`config.mk`:
```
export PLATFORM = sky130hd
export DESIGN_NAME = rst_seq_ctrl
export DESIGN_NICKNAME = d
export VERILOG_FILES = /design/src/rtl/rst_seq_pkg.sv /design/src/rtl/rst_seq_cnt.sv /design/src/rtl/rst_seq_ctrl.sv
export SDC_FILE = /design/constraint.sdc
export NUM_CORES = 1
export LEC_CHECK = 0
export ABC_CLOCK_PERIOD_IN_PS = 5000
export BUFFER_PORTS_ARGS = -buffer_cell sky130_fd_sc_hd__buf_2
export CORE_ASPECT_RATIO = 0.8
export CORE_MARGIN = 2
export CORE_UTILIZATION = 61
export CTS_BUF_LIST = sky130_fd_sc_hd__clkbuf_16
export CTS_CLUSTER_DIAMETER = 150
export DETAILED_ROUTE_END_ITERATION = 10
export PLACE_DENSITY = 0.94
export SYNTH_ARGS = -nofsm -noshare
export SYNTH_HDL_FRONTEND = slang
export SYNTH_HIERARCHICAL = 1
export SYNTH_SLANG_ARGS = --single-unit
```
`constraint.sdc`:
```
create_clock -name clk -period 5 [get_ports clk]
set_input_delay 0.25 -clock clk [delete_from_list [all_inputs] [get_ports clk]]
set_output_delay 0.25 -clock clk [all_outputs]
set_load 0.02 [all_outputs]
```
`src/rtl/rst_seq_pkg.sv`:
```
// Shared types and helpers for the reset sequencer: FSM state encoding,
// watchdog width and a lowest-set-bit priority picker.
package rst_seq_pkg;

  typedef enum logic [1:0] {
    PWR_WAIT = 2'd0,
    DONE     = 2'd1,
    SW_HOLD  = 2'd2
  } state_t;

  localparam int WDG_W  = 16;
  localparam int PRIO_W = 32;

  // Index of the lowest set bit; 0 when nothing is set.
  function automatic logic [4:0] lsb_idx(input logic [PRIO_W-1:0] v);
    logic [4:0] idx;
    idx = '0;
    for (int i = PRIO_W - 1; i >= 0; i--) begin
      if (v[i]) idx = 5'(i);
    end
    return idx;
  endfunction

endpackage

```
`src/rtl/rst_seq_cnt.sv`:
```
// Loadable down-counter with a registered expire flag (count == 1).
// Shared by the release gap and the software-reset hold.
module rst_seq_cnt #(
  parameter int DLY_W = 8
) (
  input  logic             i_clk,
  input  logic             i_rst,
  input  logic             i_load,
  input  logic [DLY_W-1:0] i_val,
  output logic             o_exp
);

  logic [DLY_W-1:0] r_cnt;
  logic             r_exp;

  // The flag is computed from the next count so it lines up with r_cnt == 1.
  always_ff @(posedge i_clk or posedge i_rst) begin
    if (i_rst) begin
      r_cnt <= '0;
      r_exp <= 1'b0;
    end else if (i_load) begin
      r_cnt <= i_val;
      r_exp <= (i_val == DLY_W'(1));
    end else if (r_cnt != '0) begin
      r_cnt <= r_cnt - 1'b1;
      r_exp <= (r_cnt == DLY_W'(2));
    end else begin
      r_exp <= 1'b0;
    end
  end

  assign o_exp = r_exp;

endmodule

```
`src/rtl/rst_seq_ctrl.sv`:
```
// Power-up / software reset sequencer for NUM_DOM active-low domain resets.
// Optional watchdog re-sequencing is enabled by defining RST_SEQ_WDOG_EN.
module rst_seq_ctrl
  import rst_seq_pkg::*;
#(
  parameter int NUM_DOM   = 8,
  parameter int DLY_W     = 8,
  parameter int PULSE_MIN = 4,
  parameter int IDX_W     = $clog2(NUM_DOM)
) (
  input  logic               clk,
  input  logic               s_reset,
  input  logic [DLY_W-1:0]   cfg_dly,
  input  logic [NUM_DOM-1:0] sw_rst_req,
`ifdef RST_SEQ_WDOG_EN
  input  logic               wdg_kick,
  output logic               wdg_evt,
`endif
  output logic [NUM_DOM-1:0] rst_n_out,
  output logic               busy,
  output logic               seq_done,
  output logic [IDX_W-1:0]   cur_dom
);

  state_t             r_state;
  logic [NUM_DOM-1:0] r_rst_n;
  logic [NUM_DOM-1:0] r_pend;
  logic [IDX_W-1:0]   r_cur;
  logic               r_busy;
  logic               r_done;
  logic               r_fresh;

  logic [DLY_W-1:0]   w_dly;
  logic               w_exp;
  logic               w_rel;
  logic               w_pick;
  logic [IDX_W-1:0]   w_p;
  logic [NUM_DOM-1:0] w_clr;
  logic               w_load;
  logic [DLY_W-1:0]   w_load_val;
  logic               w_wdg_hit;

  assign w_dly  = (cfg_dly == '0) ? DLY_W'(1) : cfg_dly;
  // First cycle out of reset behaves as if the counter already held w_dly.
  assign w_rel  = r_fresh ? (w_dly == DLY_W'(1)) : w_exp;
  assign w_pick = (r_state == DONE) && (r_pend != '0);
  assign w_p    = IDX_W'(lsb_idx(PRIO_W'(r_pend)));

`ifdef RST_SEQ_WDOG_EN
  logic [WDG_W-1:0] r_wdg;
  logic             r_wdg_evt;
  logic             w_wdg_run;

  assign w_wdg_run = (r_state == DONE) || (r_state == SW_HOLD);
  assign w_wdg_hit = w_wdg_run && !wdg_kick && (r_wdg == {{(WDG_W-1){1'b1}}, 1'b0});

  always_ff @(posedge clk or posedge s_reset) begin
    if (s_reset) begin
      r_wdg     <= '0;
      r_wdg_evt <= 1'b0;
    end else begin
      r_wdg_evt <= w_wdg_hit;
      if (!w_wdg_run || wdg_kick || w_wdg_hit) r_wdg <= '0;
      else                                     r_wdg <= r_wdg + 1'b1;
    end
  end

  assign wdg_evt = r_wdg_evt;
`else
  assign w_wdg_hit = 1'b0;
`endif

  always_comb begin
    w_clr = '0;
    if (w_pick) w_clr[w_p] = 1'b1;
  end

  always_comb begin
    w_load     = 1'b0;
    w_load_val = w_dly;
    if (w_wdg_hit) begin
      w_load = 1'b1;
    end else begin
      case (r_state)
        PWR_WAIT: begin
          if (w_rel) begin
            w_load = 1'b1;
          end else if (r_fresh) begin
            w_load     = 1'b1;
            w_load_val = w_dly - DLY_W'(1);
          end
        end
        DONE: begin
          if (w_pick) begin
            w_load     = 1'b1;
            w_load_val = DLY_W'(PULSE_MIN);
          end
        end
        default: ;
      endcase
    end
  end

  rst_seq_cnt #(.DLY_W(DLY_W)) u_cnt (
    .i_clk  (clk),
    .i_rst  (s_reset),
    .i_load (w_load),
    .i_val  (w_load_val),
    .o_exp  (w_exp)
  );

  always_ff @(posedge clk or posedge s_reset) begin
    if (s_reset) begin
      r_state <= PWR_WAIT;
      r_rst_n <= '0;
      r_pend  <= '0;
      r_cur   <= '0;
      r_busy  <= 1'b1;
      r_done  <= 1'b0;
      r_fresh <= 1'b1;
    end else begin
      r_fresh <= 1'b0;
      // Clear before OR so a same-cycle re-request wins.
      r_pend  <= (r_pend & ~w_clr) | sw_rst_req;
      if (w_wdg_hit) begin
        r_state <= PWR_WAIT;
        r_rst_n <= '0;
        r_pend  <= '0;
        r_cur   <= '0;
        r_busy  <= 1'b1;
        r_done  <= 1'b0;
      end else begin
        case (r_state)
          PWR_WAIT: begin
            if (w_rel) begin
              r_rst_n[r_cur] <= 1'b1;
              if (r_cur == IDX_W'(NUM_DOM - 1)) begin
                r_state <= DONE;
                r_done  <= 1'b1;
                r_busy  <= 1'b0;
              end else begin
                r_cur <= r_cur + 1'b1;
              end
            end
          end
          DONE: begin
            if (w_pick) begin
              r_cur        <= w_p;
              r_rst_n[w_p] <= 1'b0;
              r_state      <= SW_HOLD;
              r_busy       <= 1'b1;
            end
          end
          SW_HOLD: begin
            if (w_exp) begin
              r_rst_n[r_cur] <= 1'b1;
              r_state        <= DONE;
              r_busy         <= 1'b0;
            end
          end
          default: r_state <= PWR_WAIT;
        endcase
      end
    end
  end

  assign rst_n_out = r_rst_n;
  assign busy      = r_busy;
  assign seq_done  = r_done;
  assign cur_dom   = r_cur;

endmodule
```
Yosys cells after proc, flatten, opt, wreduce, memory -nomap -nowiden
Index checks and enable logic that the tools add are counted.
{ "totals": {"output_inout_bits": 13, "elab_cells": 93, "inputBits": 18, "ramBits": 0, "register_bits": 33, "romBits": 0, "memories": 0, "latch_bits": 0} }
{ "classes": {"n_eq_ne": 11, "div": 0, "reduce_logical": 15, "magnitude_cmp": 4, "n_bitwise": 6, "n_mul": 0, "n_addsub": 3, "shifts": 0, "muxes": 45} }
{ "op_table": {"columns": ["cell", "n"], "rows": [
  ["$mux 8", 10],
  ["$mux 3", 11],
  ["$pmux 8 s3", 1],
  ["$and 8x8->8", 2],
  ["$eq 8x1->1 const B", 2],
  ["$not 8->8", 2],
  ["$or 8x8->8", 2],
  ["$pmux 8 s2", 1],
  ["$reduce_bool 8->1", 2],
  ["$sub 8x1->8 const B", 2],
  ["$mux 1", 12],
  ["$reduce_and 4->1", 3],
  ["$eq 8x2->1 const B", 1],
  ["$logic_not 8->1", 1],
  ["$lt 3x4->1 const B", 2],
  ["$mux 2", 4],
  ["$ne 2x2->1 const B", 4],
  ["$demux 1 s3", 2],
  ["$ge 3x1->1 const B", 2],
  ["$pmux 2 s3", 1],
  ["$pmux 3 s2", 1],
  ["$reduce_and 5->1", 1],
  ["$reduce_bool 2->1", 2],
  ["$add 3x1->3 const B", 1],
  ["10 further kinds", 12]
]} }

Depth between registers and ports, before layout
Gate-level depths: netlist (run 1).
{ "depth": {"depth_word": 16, "depth_mapped": 10, "ltp_nobuf": 10} }

Hierarchy
Netlist (run 1), hierarchy kept.
{ "modules_own_cells": {"columns": ["module", "area_each_um2", "cells_per_inst", "instances", "seq_area_each_um2"], "rows": [
  ["rst_seq_ctrl", 1559.0, 162, 1, 603.1],
  ["rst_seq_cnt", 593.1, 66, 1, 225.2]
]} }

Worst setup path after synthesis (run 1)
Ideal clock, no wire load.
{ "synth_timing": {"path_kind": "input -> register", "start": "in cfg_dly[4]", "end": "reg u_cnt.r_exp, in the netlist u_cnt/o_exp", "stages": 10, "t_arrival_ns": 2.316, "slack_ns": 2.618, "path_buffers": 0, "setup_time_ns": 0.066, "required_ns": 4.934, "path_cell_list": "nor4_4 -> a21o_1 -> ha_1 -> nor3b_1 -> a21boi_2 -> nand3b_1 -> mux2_1 -> nor3_1 -> nand4b_1 -> nand2_1"} }
{ "synth_between": {"elab_chain_cells": 8, "word_cells_on_any_way": 13, "cone_classes": "add/sub: 1; eq/ne: 2; mux: 9; reduce/logical: 1"} }
{ "synth_lines": {"columns": ["item", "line", "text"], "rows": [
  ["from (decl)", "rst_seq_ctrl.sv:13", "input logic [DLY_W-1:0] cfg_dly,"],
  ["$logic_not 8->1", "rst_seq_ctrl.sv:43", "assign w_dly = (cfg_dly == '0) ? DLY_W'(1) : cfg_dly;"],
  ["$mux 8 *", "rst_seq_ctrl.sv:43", null],
  ["$sub 8x1->8 / $eq 8x1->1 (equally long branches)", "rst_seq_ctrl.sv:90, rst_seq_ctrl.sv:45", null],
  ["$mux 8 / $mux 1 (equally long branches)", "rst_seq_ctrl.sv:88, rst_seq_ctrl.sv:45", null],
  ["$mux 8", "rst_seq_ctrl.sv:86", "if (w_rel) begin"],
  ["$pmux 8 s2 *", "rst_seq_ctrl.sv:84", "case (r_state)"],
  ["via w_load_val[3]", "rst_seq_ctrl.sv:40", "logic [DLY_W-1:0] w_load_val;"],
  ["$eq 8x1->1 *", "rst_seq_cnt.sv:23", "r_exp <= (i_val == DLY_W'(1));"],
  ["$mux 1 *", "rst_seq_cnt.sv:21", "end else if (i_load) begin"],
  ["to (signal assigned)", "rst_seq_cnt.sv:23", null],
  ["to (signal assigned)", "rst_seq_cnt.sv:26", "r_exp <= (r_cnt == DLY_W'(2));"],
  ["to (decl)", "rst_seq_cnt.sv:14", "logic r_exp;"]
]} }
Mark *: on every way through the listed nets, which the timed path passes. The rest lies on a longest branch.
A chain may end at the register's enable or synchronous reset.

Final worst setup path (run 1)
{ "layout_timing": {"start": "reg r_pend[1]", "end": "reg u_cnt.r_cnt[6]"} }
{ "layout_between": {"elab_chain_cells": 5, "word_cells_on_any_way": 8, "cone_classes": "mux: 5; reduce/logical: 3"} }
{ "layout_lines": {"columns": ["item", "line", "text"], "rows": [
  ["from (decl)", "rst_seq_ctrl.sv:27", "logic [NUM_DOM-1:0] r_pend;"],
  ["from (signal assigned)", "rst_seq_ctrl.sv:124", "r_pend <= (r_pend & ~w_clr) | sw_rst_req;"],
  ["$reduce_bool 8->1 *", "rst_seq_ctrl.sv:46", "assign w_pick = (r_state == DONE) && (r_pend != '0);"],
  ["$logic_and 1x1->1 *", "rst_seq_ctrl.sv:46", null],
  ["$mux 1 *", "rst_seq_ctrl.sv:94", "if (w_pick) begin"],
  ["$pmux 1 s2 *", "rst_seq_ctrl.sv:84", null],
  ["via w_load", "rst_seq_ctrl.sv:39", "logic w_load;"],
  ["$mux 8 / $reduce_bool 2->1 (equally long branches)", null, null],
  ["to (signal assigned)", "rst_seq_cnt.sv:22", "r_cnt <= i_val;"],
  ["to (signal assigned)", "rst_seq_cnt.sv:25", "r_cnt <= r_cnt - 1'b1;"],
  ["to (decl)", "rst_seq_cnt.sv:13", "logic [DLY_W-1:0] r_cnt;"]
]} }
Marked as above.

==> results of run 1 <==
-- state kept, by name, summed over array words and instances (netlist names) --
signal,count
busy,1
cur_dom,3
r_fresh,1
r_pend,8
r_state,2
rst_n_out,8
seq_done,1
u_cnt/o_exp,1
u_cnt/r_cnt,8
-- kinds of logic after synthesis --
group | count (synthesis) | synth area share (%)
AND/OR/NAND/NOR | 89 | 25.3
adder cells (fa/ha/maj) | 6 | 3.49
AO/OA/AOI/OAI | 76 | 27.0
buffers and inverters | 20 | 4.24
other | 1 | 0.174
XOR/XNOR | 2 | 0.814
flip-flops | 33 | 38.5
multiplexers | 1 | 0.523
-- layout by cell type, fill, tap and decap left out, types with 3 or more instances in the layout --
cell       instances
dfrtp_1           31
buf_2             30
nor2_1            17
inv_1             13
o21ai_0           12
nand2_1           10
nor3_1             9
nor2b_1            7
nand2b_1           7
or4_1              7
a21o_1             7
nand3_1            7
ha_1               6
a21oi_1            5
a2bb2oi_1          5
a32o_1             5
clkbuf_16          5
o22a_1             4
o211ai_1           4
o31ai_1            3
nor4_1             3
a22o_1             3
nor4b_1            3
a31oi_1            3
-- layout make-up --
| class | instances | area [sq um] | share of cell area, % |
|---|---|---|---|
| multi-input combinational | 175 | 1230 | 49.7 |
| sequential | 33 | 828 | 33.4 |
| timing repair buffer | 31 | 160 | 6.45 |
| clock buffer | 5 | 125 | 5.04 |
| tap | 42 | 52.6 | 2.12 |
| inverter | 12 | 45.0 | 1.82 |
| clock inverter | 3 | 37.5 | 1.51 |
-- final timing paths --
kind / from / endpoint / cells after the start
min reg2reg: rst_n_out[4] / rst_n_out[4] / 1
max: r_pend[1] / u_cnt/r_cnt[6] / 5
min in group asynchronous: s_reset / u_cnt/o_exp / 3
max in group asynchronous: s_reset / r_pend[1] / 3
max reg2reg: r_pend[1] / u_cnt/r_cnt[6] / 5
min: sw_rst_req[0] / r_pend[0] / 2
-- stage by stage --
step           setup WS [ns]  utilization [%]  cell area [sq um]  hold WS (ns)
6_report                2.30             73.0               2480         0.145
5_1_grt                 2.14             73.0               2480         0.158
4_1_cts                 2.34             73.0               2480         0.145
3_5_place_dp            2.16             67.9               2310         0.241
3_3_place_gp            2.28             67.9               2310         0.235
2_1_floorplan           2.62                -               2150        0.0779
-- repair_timing --
| action | CTS | global route |
|---|---|---|
| gates resized for setup | 0 | 0 |
| hold buffers | 1 | 0 |
| hold endpoints to repair | 9 | 0 |
-- power by group through the flow --
| stage | registers, mW | logic, mW | clock network [mW] |
|---|---|---|---|
| floorplan | 0.274 | 0.0176 | 0 |
| global placement | 0.275 | 0.0315 | 0 |
| detailed placement | 0.275 | 0.0320 | 0 |
| CTS | 0.271 | 0.0332 | 0.344 |
| global route | 0.271 | 0.0373 | 0.355 |
| finish | 0.271 | 0.0335 | 0.341 |
-- worst max-delay path, delay by kind of cell (launching register included) --
kind	cells	cell delay, ns
AOI/OAI and AO/OA	2	0.44
and+or+nand+nor	3	1.65
DFF	1	0.51
-- routing by layer --
layer  vias to the layer above  part of all wire (%)
met5                         -                     0
met4                         0                   2.1
met3                        15                   9.4
met2                       117                    44
met1                       973                    45
li1                        938                     -
==> results.json, run 1 <==
{
  "synth_flop_cell": "dfrtp_1",
  "grt.overflow.total": 0,
  "slew_headroom_pct": 38.3,
  "synthTopCellsByCount": "dfrtp_1 (31), nor2_1 (17), inv_1 (12), o21ai_0 (12), nand2_1 (10)",
  "htreeDepth": 2,
  "crit_fanout": 18,
  "post-route-period-util_pct": 54.0,
  "top_usage_layer": "met1",
  "synth_edf_count": 0,
  "post_cts_buffers": 0,
  "yosysWarningCount": 6,
  "die-width_um": 70.4,
  "p_total_mw": 0.646,
  "drtPass1Iterations": 5,
  "fin_skew_ns": 0.00449,
  "crit_required_ns": 5.19,
  "cts_buffers": 5,
  "cp-end-kind": "register",
  "critical_path_arrival_ns": 2.89,
  "area_growth_syn_to_layout_pct": 15.3,
  "via_per_inst": 6.79,
  "grt_pass1_vias": 1761,
  "design.portCount": 31,
  "p_int_mw": 0.513,
  "synth_top_area_cell": "dfrtp_1",
  "cpPeakStageDelay_ns": 0.63,
  "final.setup.tns_ns": 0,
  "status": "complete, no violations",
  "p_comb_share_pct": 5.2,
  "rsz0062_at_grt": "no",
  "insertedDiodeCount": 0,
  "coreArea_sq_um": 3400,
  "fin_crit_ns": 2.70,
  "leakage_nw": 1.08,
  "start_kind": "register",
  "antenna_found_initial": 0,
  "syn_area_per_cell_sq_um": 9.44,
  "cts_root_buf": "clkbuf_16",
  "die_area_sq_um": 4020,
  "finalMaxSlewViolations": 0,
  "power_frac_clock_pct": 52.9,
  "route.detailed.drc": 0,
  "yosysMostFrequentCell": "dfrtp_1",
  "clock_latency_ns": 0.28,
  "ir_drop_mv": 0.235,
  "synth_top_area_share_pct": 36.0,
  "max_cap_viol_count": 0,
  "cts_tree": "yes",
  "grt_max_degree": 25,
  "grt_pass1_wl_mm": 8.93,
  "track_usage_pct": 28.5,
  "syn_nets": 252,
  "clkSlewWorstSetupHoldPaths_ns": 0.05,
  "drt_iter0_markers": 265,
  "clock_sinks": 33,
  "nFillCells": 252,
  "drive_above_1_share_pct": 19.7,
  "cp_cell_sequence": "or4_1 > o21ai_1 > nand2_1 > or4_1 > o211ai_1",
  "place_inst": 292,
  "detail-route-antenna-nets": 0,
  "synth.area.top_cells": "dfrtp_1 (36%), ha_1 (3.5%), nor2_1 (3.0%), o21ai_0 (2.8%), a21o_1 (2.4%)",
  "synthCells": 228,
  "synth_seq_area_share_pct": 38.5,
  "gp_congestion": 0.965,
  "wirelength_mm": 5.45,
  "async_flop_share_pct": 100,
  "stdcell_count": 301,
  "gr-usage-met1_pct": 44.0,
  "fmax_mhz": 370,
  "crit_slowest_cell": "or4_1",
  "tightest_slew_ns": 0.924,
  "power_frac_seq_pct": 41.9,
  "wl_per_cell_um": 18.1,
  "critPathKind": "register to register",
  "reg2reg_slack_ns": 2.30,
  "hp-class": "input port to register",
  "power_density_nw_per_um2": 260,
  "layout.nets": 282,
  "swShare_pct": 20.5,
  "post-dp-hpwl_mm": 3.80,
  "cts_max_path_buffers": 2,
  "rows": 19,
  "switching_power_mw": 0.133,
  "port-buffer-count": 30,
  "dieHeight_um": 57.1,
  "ys_types": 65,
  "vias": 2043,
  "cp_common_cell": "or4_1",
  "finalHoldViolations": 0,
  "globalRouteMet2Util_pct": 39.9,
  "synth-seq-cells": 33,
  "syn-cell-area_sq_um": 2150,
  "setup_viol": 0,
  "grt_use_met3_pct": 6.89,
  "start_util_pct": 63.3
}
No activity file was read; power rests on OpenSTA's default activity.
==> run 2: changes to the inputs <==
Settings changed: ABC_CLOCK_PERIOD_IN_PS 5000 to 2800, CORE_UTILIZATION 61 to 57, PLACE_DENSITY 0.94 to 0.9.
Clock period 5 ns to 2.8 ns, I/O delays scaled along.
==> results.json, run 2 (synthesized netlist as in run 1, its figures left out) <==
{
  "fin_skew_ns": 0.00821,
  "gp_congestion": 0.922,
  "post-dp-hpwl_mm": 3.82,
  "cts_buffers": 5,
  "grt_max_degree": 25,
  "port-buffer-count": 30,
  "vias": 2047,
  "track_usage_pct": 28.0,
  "die-width_um": 72.7,
  "die_area_sq_um": 4290,
  "fin_crit_ns": 2.34,
  "design.portCount": 31,
  "grt.overflow.total": 0,
  "critPathKind": "register to register",
  "mostFrequentLayoutCells": "dfrtp_1 (31), buf_2 (30), nor2_1 (17), inv_1 (13), o21ai_0 (12)",
  "cp-end-kind": "register",
  "tightest_slew_ns": 0.946,
  "hold_ws_ns": 0.0427,
  "post_cts_buffers": 0,
  "htreeDepth": 2,
  "cts_max_path_buffers": 2,
  "status": "complete, no violations",
  "clock_sinks": 33,
  "clkSlewWorstSetupHoldPaths_ns": 0.05,
  "area_growth_syn_to_layout_pct": 16.3,
  "mostFrequentLayoutCell": "dfrtp_1",
  "setup_viol": 0,
  "max_cap_viol_count": 0,
  "drt_iter0_markers": 262,
  "dieHeight_um": 59.0,
  "power_density_nw_per_um2": 458,
  "coreArea_sq_um": 3520,
  "detail-route-antenna-nets": 0,
  "grt_pass1_vias": 1939,
  "layout.nets": 285,
  "wl_per_cell_um": 18.2,
  "ir_drop_mv": 0.483,
  "final.setup.tns_ns": 0,
  "via_per_inst": 6.73,
  "drtPass1Iterations": 5,
  "cts_root_buf": "clkbuf_16",
  "rsz0062_at_grt": "no",
  "hp-class": "input port to register",
  "finalHoldViolations": 0,
  "finalMaxSlewViolations": 0,
  "leakage_nw": 1.09,
  "slew_headroom_pct": 37.0,
  "wirelength_mm": 5.53,
  "fmax_mhz": 427,
  "crit_fanout": 7,
  "route.detailed.drc": 0,
  "clock_latency_ns": 0.28,
  "drive_above_1_share_pct": 20.6,
  "cts_hold_buf": 1,
  "cts_resized": 0,
  "cts_tree": "yes",
  "grt_pass1_wl_mm": 9.14,
  "insertedDiodeCount": 0,
  "rows": 19,
  "start_util_pct": 61.2,
  "start_kind": "register",
  "antenna_found_initial": 0,
  "critical_path_arrival_ns": 2.53,
  "post-route-period-util_pct": 83.6,
  "crit_required_ns": 2.99
}
## run 2: metrics by stage
stage	setup slack [ns]	total power, mW	cell area [sq um]	cells	utilization [%]
after floorplan	0.528	0.522	2150	228	-
after global placement	0.495	0.546	2330	295	66.3
after detailed placement	0.384	0.548	2330	295	66.3
after CTS	0.508	1.15	2500	304	71.2
after global routing	0.336	1.18	2500	304	71.2
final	0.460	1.15	2500	304	71.2
## run 2: power by group
part / total (mW) / internal [mW] / switching, mW
registers: 0.483 / 0.480 / 0.00347
clock network: 0.605 / 0.413 / 0.192
logic: 0.0593 / 0.0237 / 0.0356
## run 2: worst max-delay path, cell delays in order, from the launching register on
cell and delay (ns):
dfrtp_1 0.45, or4_1 0.63, o21ai_1 0.34, nand2_1 0.17, or4_1 0.55, o211ai_1 0.12
## run 2: worst paths after layout
kind,startpoint,endpoint,slack (ns),cells after the start
setup / recovery,r_pend[3],u_cnt/r_cnt[6],0.46,5
hold / removal,sw_rst_req[6],r_pend[6],0.04,2
setup reg to reg,r_pend[3],u_cnt/r_cnt[6],0.46,5
hold reg to reg,seq_done,seq_done,0.49,1
max in group asynchronous,s_reset,r_state[0],1.62,3
min in group asynchronous,s_reset,u_cnt/r_cnt[7],0.38,3
## run 2: final cells by class
cell class	instances	area, sq um
clock buffer	5	125
clock inverter	3	37.5
fill	265	1010
inverter	12	45.0
multi-input combinational	175	1230
sequential	33	828
tap	42	52.6
timing repair buffer	34	183
## run 2: layer usage
layer	global-route usage [%]	share of wire, %
met2	43.8	46
met5	0	0
met3	6.34	8.4
met1	38.6	44
met4	10.1	1.3
==> run 3: changes to the inputs <==
Settings changed: ABC_AREA set to 1, ABC_CLOCK_PERIOD_IN_PS 2800 to 2200, CORE_UTILIZATION 57 to 58.
Clock period 2.8 ns to 2.2 ns, I/O delays scaled along.
==> results.json, run 3 <==
{
  "status": "complete, no violations",
  "met3_length_um": 422,
  "finalHoldViolations": 0,
  "slew_headroom_pct": 38.0,
  "leakage_nw": 1.46,
  "insertedDiodeCount": 0,
  "clkSlewWorstSetupHoldPaths_ns": 0.06,
  "finalMaxSlewViolations": 0,
  "gp_congestion": 0.875,
  "nFillCells": 324,
  "synth_edf_count": 0,
  "setup_viol": 0,
  "area_growth_syn_to_layout_pct": 14.9,
  "dieHeight_um": 60.8,
  "cts_tree": "yes",
  "syn-cell-area_sq_um": 2340,
  "cpPeakStageDelay_ns": 0.48,
  "detail-route-antenna-nets": 0,
  "hp-class": "input port to register",
  "cts_buffers": 5,
  "fin_crit_ns": 1.98,
  "final.setup.tns_ns": 0,
  "async_flop_share_pct": 100,
  "coreArea_sq_um": 3830,
  "syn_area_per_cell_sq_um": 6.91,
  "max_cap_viol_count": 0,
  "grt_max_degree": 25,
  "antenna_found_initial": 0,
  "clock_sinks": 33,
  "syn_nets": 362,
  "top_layer": "met4",
  "fin_skew_ns": 0.00574,
  "cts_max_path_buffers": 2,
  "die_area_sq_um": 4560,
  "post_cts_buffers": 0,
  "seq_area_sq_um": 828,
  "critical_path_arrival_ns": 2.18,
  "drive_above_1_share_pct": 19.2,
  "cp_common_cell": "nand2_1",
  "mostFrequentLayoutCell": "nand2_1",
  "tightest_slew_ns": 0.929,
  "grt_pass1_wl_mm": 9.40,
  "die-width_um": 75.0,
  "mostFrequentLayoutCells": "nand2_1 (105), inv_1 (51), nor2_1 (31), dfrtp_1 (31), buf_2 (30)",
  "synth_flop_cell": "dfrtp_1",
  "post-dp-hpwl_mm": 4.16,
  "start_util_pct": 61.0,
  "drt_iter0_markers": 177,
  "wl_per_cell_um": 13.4,
  "synth_top_area_cell": "dfrtp_1",
  "synth-seq-cells": 33,
  "clock_latency_ns": 0.28,
  "critPathKind": "register to register",
  "synthTopCellsByCount": "nand2_1 (105), inv_1 (51), dfrtp_1 (31), nor2_1 (31), o21ai_0 (16)",
  "cp-end-kind": "register",
  "vias": 2328,
  "rows": 20,
  "grt_pass1_vias": 2095,
  "rsz0062_at_grt": "no",
  "grt.overflow.total": 0,
  "route.detailed.drc": 0,
  "cp_cell_sequence": "nor2_8 > inv_2 > nor2_4 > inv_2 > nand2_1 > buf_4 > nand2_1 > o21ai_0 > nand2_1 > o21ai_2",
  "htreeDepth": 2,
  "cts_root_buf": "clkbuf_16",
  "multi_input_area_sq_um": 1250,
  "ys_types": 34,
  "wl_met1_mm": 2.51,
  "synthCells": 338,
  "yosysWarningCount": 6,
  "fmax_mhz": 505,
  "post-route-period-util_pct": 90.0,
  "design.portCount": 31,
  "layout.nets": 398,
  "drtPass1Iterations": 6,
  "start_kind": "register",
  "power_density_nw_per_um2": 513,
  "crit_fanout": 11,
  "synth_seq_area_share_pct": 35.4,
  "wl_met2_mm": 2.68,
  "wirelength_mm": 5.75,
  "yosysMostFrequentCell": "nand2_1",
  "port-buffer-count": 30,
  "track_usage_pct": 27.7,
  "ir_drop_mv": 0.344,
  "synth_top_area_share_pct": 33.2,
  "crit_slowest_cell": "dfrtp_1",
  "p_total_mw": 1.38,
  "via_per_inst": 5.41,
  "fin_util_pct": 70.2,
  "crit_required_ns": 2.40,
  "synth.area.top_cells": "dfrtp_1 (33%), nand2_1 (17%), inv_1 (8.2%), nor2_1 (5.0%), nand4_1 (4.0%)"
}
[run 3: cell count changes after synthesis, moves of 7 or more]
| cell | previous run | this run |
|---|---|---|
| nor2b_1 | 7 | 0 |
| inv_2 | 0 | 7 |
| nand2_1 | 10 | 105 |
| nand4_1 | 1 | 15 |
| nor2_1 | 17 | 31 |
| nand2b_1 | 7 | 0 |
| or4_1 | 7 | 0 |
| inv_1 | 12 | 51 |
[run 3: worst paths after layout]
| path | start | end | slack (ns) | depth (start not counted) |
|---|---|---|---|---|
| max | r_state[1] | u_cnt/r_cnt[0] | 0.22 | 10 |
| min | sw_rst_req[7] | r_pend[7] | 0.005 | 2 |
| max reg2reg | r_state[1] | u_cnt/r_cnt[0] | 0.22 | 10 |
| min reg2reg | seq_done | seq_done | 0.46 | 1 |
| max in group asynchronous | s_reset | cur_dom[2] | 1.04 | 3 |
| min in group asynchronous | s_reset | u_cnt/r_cnt[5] | 0.35 | 3 |
[run 3: cells by family (layout without fill, tap and decap cells)]
family          count (synthesis)  in the layout  share of synthesized area, %
compound gates                 43             43                          10.8
fa+ha+maj                       6              6                          3.21
buf+inv                        63            100                          10.9
xor+xnor                        1              1                         0.375
simple gates                  191            191                          39.1
flops                          33             33                          35.4
other cells                     1              1                         0.160
[run 3: layout make-up]
cell class | instances | area share, %
Clock buffer | 5 | 4.66
Tap cell | 55 | 2.56
Multi-Input combinational cell | 242 | 46.7
Sequential cell | 33 | 30.8
Clock inverter | 3 | 0.652
Timing Repair Buffer | 32 | 6.24
Inverter | 60 | 8.38
[run 3: critical path, delay by kind of cell, from the launching register on]
family | cells | cell delay, ns
buf+inv | 3 | 0.43
flops | 1 | 0.48
compound gates | 2 | 0.19
simple gates | 5 | 0.79
[run 3: metrics by stage]
step	setup slack, ns	instance area (sq um)	instances	hold slack [ns]
floorplan	0.438	2340	338	-0.0621
global placement	0.214	2530	421	0.0910
detailed placement	0.134	2530	421	0.100
CTS	0.265	2690	430	0.00802
global route	0.0850	2690	430	0.0210
finish	0.220	2690	430	0.00460
[run 3: timing repair]
item / 4_1_cts / 5_1_grt
hold buffers: 1 / 0
endpoints found under the setup margin: 0 / 0
endpoints found under the hold margin: 9 / 0
resized for setup: 0 / 0
[run 3: per-layer routing]
metal / vias to the layer above / GRT usage, %
li1: 1138 / -
met1: 1069 / 36.7
met2: 104 / 45.1
met3: 17 / 6.81
met4: 0 / 8.93
met5: - / 0
[run 3: where the power goes]
group	switching, mW	leakage [nW]	internal (mW)	total [mW]
Clock	0.262	0.0696	0.414	0.677
Combinational	0.0536	1.01	0.0286	0.0822
Sequential	0.00539	0.375	0.613	0.618
Total	0.321	1.46	1.06	1.38
